### config.mk
export PLATFORM = sky130hd
export DESIGN_NAME = mul_div_seq_ctrl
export DESIGN_NICKNAME = d
export VERILOG_FILES = /design/src/rtl/mul_div_seq_ctrl.sv
export SDC_FILE = /design/constraint.sdc
export NUM_CORES = 1
export LEC_CHECK = 0
export BUFFER_PORTS_ARGS = -buffer_cell sky130_fd_sc_hd__buf_2
export CAP_MARGIN = 25
export CORE_UTILIZATION = 58
export CTS_CLUSTER_DIAMETER = 80
export DETAILED_ROUTE_END_ITERATION = 8
export GPL_ROUTABILITY_DRIVEN = 0
export PLACE_DENSITY = 0.79
export SYNTH_ARGS = -nofsm -noshare
export SYNTH_HDL_FRONTEND = slang
export SYNTH_SLANG_ARGS = --single-unit
### constraint.sdc
create_clock -name clk -period 2.9 [get_ports clk]
set_clock_uncertainty 0.05 [all_clocks]
set_input_delay 0.145 -clock clk [delete_from_list [all_inputs] [get_ports clk]]
set_output_delay 0.145 -clock clk [all_outputs]
set_load 0.05 [all_outputs]
### src/rtl/mul_div_seq_ctrl.sv
// Iterative multiply/divide sequencer reusing one WIDTH-cell array row over WIDTH cycles.
// Latency from accepted start: mul WIDTH+1, div WIDTH+2, divide-by-zero 1 cycle to done.
// No backpressure: start is only sampled in IDLE; starts while busy are dropped, never queued.
module mul_div_seq_ctrl #(
    parameter int WIDTH = 4
) (
    input  logic                     clk,
    input  logic                     rst_n,
    input  logic                     start,
    input  logic                     mul_bar,
    input  logic [WIDTH-1:0]         a,
    input  logic [WIDTH-1:0]         b,
    output logic                     busy,
    output logic                     done,
    output logic [WIDTH-1:0]         result_hi,
    output logic [WIDTH-1:0]         result_lo,
    output logic                     div_by_zero,
    output logic [$clog2(WIDTH)-1:0] row_idx,
    output logic                     row_p
);
    localparam int IW = $clog2(WIDTH);

    typedef enum logic [1:0] {
        IDLE = 2'd0,
        ITER = 2'd1,
        FIX  = 2'd2,
        FIN  = 2'd3
    } state_t;

    state_t           state;
    logic             op_div;
    logic [WIDTH-1:0] b_q;
    logic [WIDTH:0]   acc;   // mul: partial product high half; div: signed remainder
    logic [WIDTH-1:0] q;     // mul: multiplier / product low half; div: dividend / quotient

    logic [WIDTH:0]   mul_sum;
    logic [WIDTH:0]   mul_acc_nx;
    logic [WIDTH-1:0] mul_q_nx;
    logic [WIDTH:0]   div_sh;
    logic [WIDTH:0]   div_r_nx;
    logic [WIDTH-1:0] div_q_nx;
    logic [WIDTH:0]   fix_r;

    always_comb begin
        mul_sum    = acc + (q[0] ? {1'b0, b_q} : '0);
        mul_acc_nx = {1'b0, mul_sum[WIDTH:1]};
        mul_q_nx   = {mul_sum[0], q[WIDTH-1:1]};
        // Wraps modulo 2^(WIDTH+1); the +/-B step always lands back in range.
        div_sh     = {acc[WIDTH-1:0], q[WIDTH-1]};
        div_r_nx   = acc[WIDTH] ? (div_sh + {1'b0, b_q}) : (div_sh - {1'b0, b_q});
        div_q_nx   = {q[WIDTH-2:0], ~div_r_nx[WIDTH]};
        fix_r      = acc[WIDTH] ? (acc + {1'b0, b_q}) : acc;
    end

    always_ff @(posedge clk or negedge rst_n) begin
        if (!rst_n) begin
            state       <= IDLE;
            op_div      <= 1'b0;
            b_q         <= '0;
            acc         <= '0;
            q           <= '0;
            busy        <= 1'b0;
            done        <= 1'b0;
            result_hi   <= '0;
            result_lo   <= '0;
            div_by_zero <= 1'b0;
            row_idx     <= '0;
            row_p       <= 1'b0;
        end else begin
            case (state)
                IDLE: begin
                    done <= 1'b0;
                    if (start) begin
                        op_div      <= mul_bar;
                        b_q         <= b;
                        q           <= a;
                        acc         <= '0;
                        div_by_zero <= 1'b0;
                        row_idx     <= '0;
                        if (mul_bar && (b == '0)) begin
                            state       <= FIN;
                            done        <= 1'b1;
                            result_hi   <= a;
                            result_lo   <= '1;
                            div_by_zero <= 1'b1;
                            row_p       <= 1'b0;
                        end else begin
                            state <= ITER;
                            busy  <= 1'b1;
                            // Remainder starts at 0 (non-negative), so a divide opens with subtract.
                            row_p <= mul_bar;
                        end
                    end
                end
                ITER: begin
                    if (op_div) begin
                        acc <= div_r_nx;
                        q   <= div_q_nx;
                    end else begin
                        acc <= mul_acc_nx;
                        q   <= mul_q_nx;
                    end
                    if (row_idx == IW'(WIDTH - 1)) begin
                        row_idx <= '0;
                        row_p   <= 1'b0;
                        if (op_div) begin
                            state <= FIX;
                        end else begin
                            state     <= FIN;
                            busy      <= 1'b0;
                            done      <= 1'b1;
                            result_hi <= mul_acc_nx[WIDTH-1:0];
                            result_lo <= mul_q_nx;
                        end
                    end else begin
                        row_idx <= row_idx + IW'(1);
                        row_p   <= op_div & ~div_r_nx[WIDTH];
                    end
                end
                FIX: begin
                    acc       <= fix_r;
                    state     <= FIN;
                    busy      <= 1'b0;
                    done      <= 1'b1;
                    result_hi <= fix_r[WIDTH-1:0];
                    result_lo <= q;
                    row_p     <= 1'b0;
                end
                FIN: begin
                    done  <= 1'b0;
                    state <= IDLE;
                end
                default: state <= IDLE;
            endcase
        end
    end
endmodule

==> flow_metrics.tcl <==
set metrics [dict create \
    status "finished, final reports clean" \
    rows 21 \
    r2r_end "acc[4]" \
    syn_nets 267 \
    r2r-start "b_q[1]" \
    insertion_delay_ps 280 \
    setup_viol 0 \
    drive_gt1_share_pct 19.0 \
    initial_utilization_pct 63.2 \
    port-buffer-count 25 \
    synth.distinct_cells 42 \
    hold_slack_ps 106 \
    syn-instance-count 233 \
    multi_input_area_um2 1320 \
    finalMaxSlewViolations 0 \
    overflow 0 \
    rr_worst_depth 8 \
    dr.pass1.iters 4 \
    grt_max_degree 31 \
    synth_top_cell_by_area "dfrtp_1" \
    cp_data_required_time_ps 3040 \
    synthToLayoutAreaGrowth_pct 11.3 \
    fmax_mhz 391 \
    diodes 0 \
    clock-root-buffer "clkbuf_8" \
    clk_pin_slew_ps 70 \
    synth_flop_cell "dfrtp_1" \
    die_w_um 63.5 \
    wl_per_cell_um 16.1 \
    syn_area_um2 2190 \
    numCtsBuffers 5 \
    cap_violations 0 \
    ys_seq_elements 30 \
    grt_antenna_before_repair 0 \
    fin_crit_ps 2560 \
    synth-edff-count 0 \
    ioPinCount 26 \
    drcViolationCount 0 \
    cts_tree "built" \
    rsz0062_at_grt "false" \
    critPathMaxFanout 7 \
    ctsResizeCount 0 \
    hold_viol 0 \
    grt_pass1_wl_mm 8.40 \
    first_iter_violations 122 \
    tightest_slew_ps 720 \
    synth_warnings 0 \
    max_slew_margin_pct 52.0 \
    netlist_top_cells_area "dfrtp_1 34%, ha_1 11%, mux2_2 4.6%" \
    fin_tns_setup_ps 0 \
    r2r_setup_slack_ps 340 \
    crit_end "acc[4]" \
    regArea_um2 751 \
    cp.arrival_ps 2690 \
    netlist.area_leader.share_pct 34.2 \
    hp-class "in2reg" \
    viasPerCell 5.95 \
    cts.sinks 30 \
    fp.coreArea_um2 3470 \
    die_area_um2 4030 \
    postRouteAntennaNets 0 \
    nNetsFinal 291 \
    endpoint_kind "flop" \
    cp-startpoint "b_q[1]" \
    synth_area_per_cell_um2 9.41 \
    die_h_um 63.5 \
    ys_seq_area_share_pct 34.2 \
    critPathKind "reg2reg" \
    cts_buffer_depth 2 \
    final.fill_count 282 \
    finalCritPeriodShare_pct 88.3 \
    vias 1808 \
    synthArstFlopShare_pct 100 \
    htree_levels 2 \
    cp-start-kind "flop" \
    drt_wl_total_mm 4.90 \
    grt_pass1_vias 1725 \
    grt_usage_pct 27.4 \
    hpwl_mm 3.62 \
    min_from "b[2]" \
]
[flip-flops by register name, summed over array words and instances, names as in the netlist]
signal	count
row_p	1
row_idx	2
state	2
op_div	1
done	1
b_q	4
q	4
acc	5
div_by_zero	1
result_hi	4
busy	1
result_lo	4
[routing by layer]
metal | part of all wire (%) | vias to the layer above | track usage, %
met2 | 48 | 79 | 42.3
met3 | 8.2 | 12 | 5.25
met1 | 42 | 844 | 37.1
met5 | 0 | - | 0
li1 | - | 873 | -
met4 | 2.0 | 0 | 11.9
[cell families after synthesis]
family | share of synthesized area (%)
adders and majority gates | 13.6
DFF | 34.2
AOI/OAI and AO/OA | 19.5
and+or+nand+nor | 14.9
xor gates and xnor gates | 3.82
muxes | 8.27
buffers and inverters | 5.76
[layout by cell type (no fill, tap or decap), drive strengths merged, types with 9 or more instances in the layout]
master	synthesis	routed
ha	19	19
o21ai	17	17
inv	10	10
a21oi	19	19
nor2	18	18
dfrtp	30	30
nand2	18	18
mux2	9	9
buf	6	30
[worst max-delay path, stage by stage, from the launching register on]
cell     delay, ps
dfrtp_1        460
inv_1           80
ha_1           280
mux2_2         290
fa_1           430
a21o_1         170
a21oi_1        160
xnor3_1        270
o31ai_1        270
[what timing repair did]
action,4_1_cts,5_1_grt
setup buffers,0,0
hold endpoints to repair,30,0
hold buffers,1,0
[how the worst min path moves through the flow]
stage                        end  slack (ps)  cells past startpoint
after global placement    b_q[1]         180                      1
after CTS                 b_q[2]         100                      2
after global routing      b_q[3]         110                      2
after detailed placement  acc[1]         170                      1
final                     b_q[2]         110                      2
after floorplan           acc[0]        -200                      0
[Yosys cell counts, types with 2 or more instances]
library cell	instances
and2_1	4
inv_1	10
nand3_1	8
o31ai_1	3
xor2_1	3
mux2_2	9
nand2b_1	4
o21a_1	2
buf_2	2
fa_1	3
nor2b_1	5
nor2_1	18
buf_4	2
o22ai_1	3
a22oi_1	4
dfrtp_1	30
nand2_1	18
ha_1	19
mux2i_1	8
xnor2_1	4
a21o_1	5
clkbuf_1	5
a31oi_1	5
a21oi_1	19
clkbuf_4	3
buf_6	2
a211oi_1	3
nand3b_1	2
o21ai_0	17
[through the flow]
| stage | util, % | cells | cell area [um^2] | worst slack (ps) |
|---|---|---|---|---|
| after floorplan | - | 233 | 2190 | 356 |
| after global placement | 67.0 | 295 | 2320 | 444 |
| after detailed placement | 67.0 | 295 | 2320 | 359 |
| after CTS | 70.4 | 304 | 2440 | 348 |
| after global routing | 70.4 | 304 | 2440 | 165 |
| final | 70.4 | 304 | 2440 | 341 |
[final cells by class]
| cell class | instances | area share (%) |
|---|---|---|
| multi-input cells | 179 | 53.9 |
| flip-flops and latches | 30 | 30.8 |
| repair buffers | 31 | 7.07 |
| clock buffers | 7 | 3.13 |
| well taps | 46 | 2.36 |
| inverters | 10 | 1.54 |
| clock inverters | 1 | 1.23 |
Power is left out: the tool's default activity adds up to more than one toggle a clock period on the data nets, which glitch-free logic cannot reach.
